## src/rtl/spi_master_gen2.sv

```systemverilog
// spi_master_gen2 -- single-frame SPI master with per-frame mode, bit order,
// slave select and SCLK divider. All logic is on the rising edge of clk.
//
// Ports:
//   clk, rst               system clock, synchronous active-high reset
//   apb_ready              one-cycle start strobe, honoured only while ready
//   WDATA, ss_sel          frame to send and slave to address
//   cpol, cpha, lsb_first  SPI mode and bit order, latched at start
//   clk_div                SCLK half-period H = clk_div+1 clk cycles, latched
//   RDATA, rx_data_valid   last received frame and its one-cycle update pulse
//   SPI_status_RDY_BSYbar  1 = idle/ready, 0 = frame in progress
//   SCLK, MOSI, MISO       serial clock and data
//   SSbar                  active-low slave selects, one-hot-low during a frame
//
// Frame timing: SETUP (H) + XFER (2*DATA_W half-periods) + HOLD (H), then
// rx_data_valid in the first IDLE cycle.
module spi_master_gen2 #(
  parameter int DATA_W = 8,
  parameter int NUM_SS = 4,
  parameter int DIV_W  = 8,
  parameter int SS_W   = (NUM_SS > 1) ? $clog2(NUM_SS) : 1
) (
  input  logic              clk,
  input  logic              rst,
  input  logic              apb_ready,
  input  logic [DATA_W-1:0] WDATA,
  input  logic [SS_W-1:0]   ss_sel,
  input  logic              cpol,
  input  logic              cpha,
  input  logic              lsb_first,
  input  logic [DIV_W-1:0]  clk_div,
  output logic [DATA_W-1:0] RDATA,
  output logic              rx_data_valid,
  output logic              SPI_status_RDY_BSYbar,
  output logic              SCLK,
  output logic              MOSI,
  input  logic              MISO,
  output logic [NUM_SS-1:0] SSbar
);

  localparam int              EC_W      = $clog2(2 * DATA_W + 1);
  localparam logic [EC_W-1:0] LAST_EDGE = EC_W'(2 * DATA_W);

  typedef enum logic [1:0] {IDLE, SETUP, XFER, HOLD} state_t;

  state_t              state_q, state_d;
  logic [DIV_W-1:0]    div_q, div_d;
  logic [DIV_W-1:0]    cnt_q, cnt_d;
  logic [EC_W-1:0]     edge_q, edge_d;
  logic [DATA_W-1:0]   tx_q, tx_d;
  logic [DATA_W-1:0]   rx_q, rx_d;
  logic [DATA_W-1:0]   rdata_q, rdata_d;
  logic                cpol_q, cpol_d;
  logic                cpha_q, cpha_d;
  logic                lsb_q, lsb_d;
  logic                sclk_q, sclk_d;
  logic                mosi_q, mosi_d;
  logic                valid_q, valid_d;
  logic [NUM_SS-1:0]   ssbar_q, ssbar_d;

  logic [NUM_SS-1:0]   ss_decode;
  logic                slot_end;
  logic [EC_W-1:0]     edge_nxt;
  logic                sample_edge;
  logic                take_edge;

  assign slot_end    = (cnt_q == div_q);
  assign edge_nxt    = edge_q + 1'b1;
  // Odd edges are leading edges: cpha=0 samples there, cpha=1 samples on even.
  assign sample_edge = edge_nxt[0] ^ cpha_q;

  // Out-of-range ss_sel leaves every select deasserted.
  always_comb begin
    ss_decode = '1;
    for (int unsigned i = 0; i < NUM_SS; i++) begin
      if (32'(ss_sel) == i) ss_decode[i] = 1'b0;
    end
  end

  always_comb begin
    state_d   = state_q;
    div_d     = div_q;
    cnt_d     = cnt_q;
    edge_d    = edge_q;
    tx_d      = tx_q;
    rx_d      = rx_q;
    rdata_d   = rdata_q;
    cpol_d    = cpol_q;
    cpha_d    = cpha_q;
    lsb_d     = lsb_q;
    sclk_d    = sclk_q;
    mosi_d    = mosi_q;
    valid_d   = 1'b0;
    ssbar_d   = ssbar_q;
    take_edge = 1'b0;

    case (state_q)
      IDLE: begin
        sclk_d  = cpol;
        mosi_d  = 1'b0;
        ssbar_d = '1;
        if (apb_ready) begin
          state_d = SETUP;
          cpol_d  = cpol;
          cpha_d  = cpha;
          lsb_d   = lsb_first;
          div_d   = clk_div;
          cnt_d   = '0;
          edge_d  = '0;
          rx_d    = '0;
          ssbar_d = ss_decode;
          if (cpha) begin
            mosi_d = 1'b0;
            tx_d   = WDATA;
          end else begin
            // cpha=0 presents the first bit before the leading edge, so it is
            // taken out of the shift register here.
            mosi_d = lsb_first ? WDATA[0] : WDATA[DATA_W-1];
            tx_d   = lsb_first ? (WDATA >> 1) : (WDATA << 1);
          end
        end
      end
      SETUP: begin
        if (slot_end) begin
          cnt_d     = '0;
          state_d   = XFER;
          take_edge = 1'b1;
        end else begin
          cnt_d = cnt_q + 1'b1;
        end
      end
      XFER: begin
        if (slot_end) begin
          cnt_d = '0;
          if (edge_q == LAST_EDGE) state_d = HOLD;
          else                     take_edge = 1'b1;
        end else begin
          cnt_d = cnt_q + 1'b1;
        end
      end
      HOLD: begin
        if (slot_end) begin
          cnt_d   = '0;
          state_d = IDLE;
          ssbar_d = '1;
          rdata_d = rx_q;
          valid_d = 1'b1;
          mosi_d  = 1'b0;
          sclk_d  = cpol;
        end else begin
          cnt_d = cnt_q + 1'b1;
        end
      end
      default: state_d = IDLE;
    endcase

    if (take_edge) begin
      edge_d = edge_nxt;
      sclk_d = ~sclk_q;
      if (sample_edge) begin
        rx_d = lsb_q ? {MISO, rx_q[DATA_W-1:1]} : {rx_q[DATA_W-2:0], MISO};
      end else if (edge_nxt != LAST_EDGE) begin
        // The final trailing edge in cpha=0 has no bit left to drive.
        mosi_d = lsb_q ? tx_q[0] : tx_q[DATA_W-1];
        tx_d   = lsb_q ? (tx_q >> 1) : (tx_q << 1);
      end
    end
  end

  always_ff @(posedge clk) begin
    if (rst) begin
      state_q <= IDLE;
      div_q   <= '0;
      cnt_q   <= '0;
      edge_q  <= '0;
      tx_q    <= '0;
      rx_q    <= '0;
      rdata_q <= '0;
      cpol_q  <= 1'b0;
      cpha_q  <= 1'b0;
      lsb_q   <= 1'b0;
      sclk_q  <= 1'b0;
      mosi_q  <= 1'b0;
      valid_q <= 1'b0;
      ssbar_q <= '1;
    end else begin
      state_q <= state_d;
      div_q   <= div_d;
      cnt_q   <= cnt_d;
      edge_q  <= edge_d;
      tx_q    <= tx_d;
      rx_q    <= rx_d;
      rdata_q <= rdata_d;
      cpol_q  <= cpol_d;
      cpha_q  <= cpha_d;
      lsb_q   <= lsb_d;
      sclk_q  <= sclk_d;
      mosi_q  <= mosi_d;
      valid_q <= valid_d;
      ssbar_q <= ssbar_d;
    end
  end

  assign RDATA                 = rdata_q;
  assign rx_data_valid         = valid_q;
  assign SPI_status_RDY_BSYbar = (state_q == IDLE);
  assign SCLK                  = sclk_q;
  assign MOSI                  = mosi_q;
  assign SSbar                 = ssbar_q;

endmodule

```

## config.mk

```make
export PLATFORM = sky130hd
export DESIGN_NAME = spi_master_gen2
export DESIGN_NICKNAME = d
export VERILOG_FILES = /design/src/rtl/spi_master_gen2.sv
export SDC_FILE = /design/constraint.sdc
export NUM_CORES = 1
export LEC_CHECK = 0
export CAP_MARGIN = 20
export CORE_UTILIZATION = 40
export DETAILED_ROUTE_END_ITERATION = 8
export GPL_TIMING_DRIVEN = 0
export PLACE_DENSITY_LB_ADDON = 0.2
export REMOVE_ABC_BUFFERS = 1
export SLEW_MARGIN = 10
export SYNTH_ARGS = -nofsm -noshare
export SYNTH_HDL_FRONTEND = slang
export SYNTH_SLANG_ARGS = --single-unit
```

## constraint.sdc

```tcl
create_clock -name clk -period 2.4 [get_ports clk]
set_clock_uncertainty 0.1 [all_clocks]
set_input_delay 0.48 -clock clk [delete_from_list [all_inputs] [get_ports clk]]
set_output_delay 0.48 -clock clk [all_outputs]
set_load 0.03 [all_outputs]
```

==> results.md <==
- Synth Area in XOR/XNOR: ~5.0%
- Syn Std Cell Area: 2970 um^2
- Final nets: 390
- Pre-antenna DRT Iters: 6
- Crit path required time: approximately 2500 ps
- First-pass GRT wire length: approximately 11000 um
- Minimum clock period: between 2000 and 2500 ps
- Die H: between 80 and 90 um
- Clock slew at reported path FFs: about 110 ps
- Worst VDD drop: ~0.30 mV
- Utilization after layout: 48.9%
- Pre-CTS WS: -337 ps
- Area Growth Syn to Fin: 18.7%
- CP Class: register to register
- Hpwl dp: 4340 um
- Placer Congestion: 0.738
- Pwr per Cell Area: roughly 830 nW/um^2
- Hold WC Path Type: input port to register
- DR DRC count: 0
- Share of the synthesized area in the top cell type: a little under two fifths
- GRT Util Overall: 17.5%
- Largest net degree at the start of global routing: 42
- Row cnt: 31
- Synthesized-area fraction occupied by and/or/nand/nor cells: between 20% and 30%
- CTS tree: done
- ANT cells: 0
- Vias per inst: ~5.3
- Initial antenna violation count: 0
- Crit path cell chain: xor2_1 > nor4_4 > nand4b_4 > nor2_2 > a211oi_1
- Final hold violation count: 0
- Slew headroom: between 30% and 40%
- Wirelength per Cell: 14.0 um
- Chip Width: around 88 um
- CP max stage delay: 540 ps
- Run status: finished, final reports clean
- Fill count: roughly 720
- Initial Utilization: between 40 and 50%
- Final setup violation count: 0
- Top Family by Delay on Critical Path: simple AND/OR/NAND/NOR gates
- CTS Sinks: 56
- Via Count: between 2000 and 2500
- Vias in the first global route: between 2000 and 2500
- Total Power: 2940 uW
- Cell taking the most area after synthesis: dfxtp_1
- IO buf count: 40
- CP max stage cell: nor4_4
- Distinct cells, synth: 46
- Pins Over Slew Limit: 0
- DR iter-0 viols: around 120
- Leak pwr: about 0.0013 uW
- Clock Latency Late Sink: 320 ps
- Max Cap Viol: 0
- Critical Path End Type: register
- Register area: around 1100 um^2
- CTS buffer count: 5
- Synth Area in Compound Gates: approximately 18%
- Multi-input logic area: 1730 um^2
- Antenna viol nets, final: 0
- Post-synthesis register bit count: 56
- CTS H-tree lvls: 2
- Buffers & Inverters on Critical Path: 0
- Top FF cell, synth: dfxtp_1
- Root Buffer: clkbuf_8
- Tcrit/Tclk final: between 90% and 100%
- Fmax: 446 MHz
- Mapped Cells: 332
- Largest family of logic cells by synthesized area: simple AND/OR/NAND/NOR gates
- Syn_area_per_cell: roughly 9 um^2
- Crit Path Max Fanout: 19
- Die area: between 7000 and 8000 um^2
- Async SR Flop Fraction: 0%
- GRT overflow: 0
- CTS Hold Bufs: 0
- Seq/Total Area, Yosys: 37.7%
- I/O Pins: 41
- Least-Margin Pin Slew: between 900 and 1000 ps
- Most numerous cell in the Yosys netlist: dfxtp_1
- EDFF count, synth: 0
- Share of layout cells above drive strength 1: a little under 9%
- Longest Clk Path Bufs: 2
- Worst Path Arrival: about 2300 ps
- Setup ws final: 157 ps
- DRT Wirelength: ~6400 um
- Post-Synth Adder-Cell Area: under 10%
- Count of yosys warnings during synthesis: 0
- Unrepaired setup endpoints after global routing: false
- Setup TNS: 0 ps
- Startpoint types: register
- Reg-to-reg slack, setup: approximately 160 ps
- Mux contribution to synthesized area: 11.2%
- Core Box Area: 7210 um^2
- Top post-synthesis cells by area: dfxtp_1, mux2i_1, a21oi_1
- Post-synth top cells: dfxtp_1, nand2_1, a21oi_1, mux2i_1, nor2_1
[flip-flops by register name, summed over array words and instances (netlist names)]
register	flops
SCLK	1
cpha_q	1
lsb_q	1
edge_q	5
SSbar	4
div_q	8
rx_data_valid	1
RDATA	8
cnt_q	8
tx_q	8
rx_q	8
state_q	2
MOSI	1
[power by group]
| part | switching, uW | leakage [uW] | total, uW | internal [uW] |
|---|---|---|---|---|
| Sequential | 113 | 0.000455 | 1150 | 1040 |
| Combinational | 683 | 0.000803 | 1130 | 451 |
| Clock | 335 | 0.0000600 | 652 | 317 |
[path summary, 6_finish.rpt]
check                              start       end  depth (start not counted)
worst max-delay path            cnt_q[1]   tx_q[1]                          5
worst min-delay path                 rst  div_q[1]                          2
worst max register to register  cnt_q[1]   tx_q[1]                          5
worst min register to register  div_q[4]  div_q[4]                          2
[repair_timing]
action,CTS,global route
pin swaps,0,1
buffers inserted,0,0
resized for setup,3,2
setup endpoints to repair,22,10
[per-stage QoR]
step                      cell area [um^2]  std cells  hold slack, ps
after floorplan                       2860        309             342
after global placement                3380        448             354
after detailed placement              3400        449             363
after CTS                             3520        457             361
after global routing                  3520        457             363
final                                 3520        457             367
[per-layer routing]
metal	global-route usage [%]	wire length [um]	share of wire (%)
met4	4.84	78	1.2
met3	3.11	143	2.2
met5	0	0	0
met2	28.9	2990	47
met1	23.4	3190	50
[cell type report]
type	instances	share of cell area, %
Tap cell	99	3.51
Multi-Input combinational cell	249	49.1
Sequential cell	56	31.8
Clock inverter	3	1.31
Timing Repair Buffer	41	11.9
Clock buffer	5	1.95
Inverter	4	0.426
[kinds of logic (layout without fill, tap and decap cells)]
kind of cell	after synthesis	count (layout)
muxes	32	32
AOI/OAI and AO/OA	78	78
DFF	56	56
adders and majority gates	8	8
xor gates and xnor gates	17	17
and+or+nand+nor	114	114
buffers and inverters	27	53
[placed cells by master (no fill, tap or decap), drive strengths merged, types with 2 or more instances in the layout]
cell           count
ha                 8
nor4               4
mux2               9
dfxtp             56
nor4b              2
a31oi              4
xor2              13
clkbuf             5
a221oi             8
mux2i             23
o221ai             2
nor2b              6
o21bai             4
nand2             37
nand3             18
nor2              22
xnor2              4
clkdlybuf4s50     38
nand4              5
o211ai             9
nand4b             3
nand2b             4
inv                5
buf                2
a211oi             8
a31o               2
o21ai              8
a21oi             29
and2               7
or3                2
Note: power is estimated with default switching activity, not from simulation.
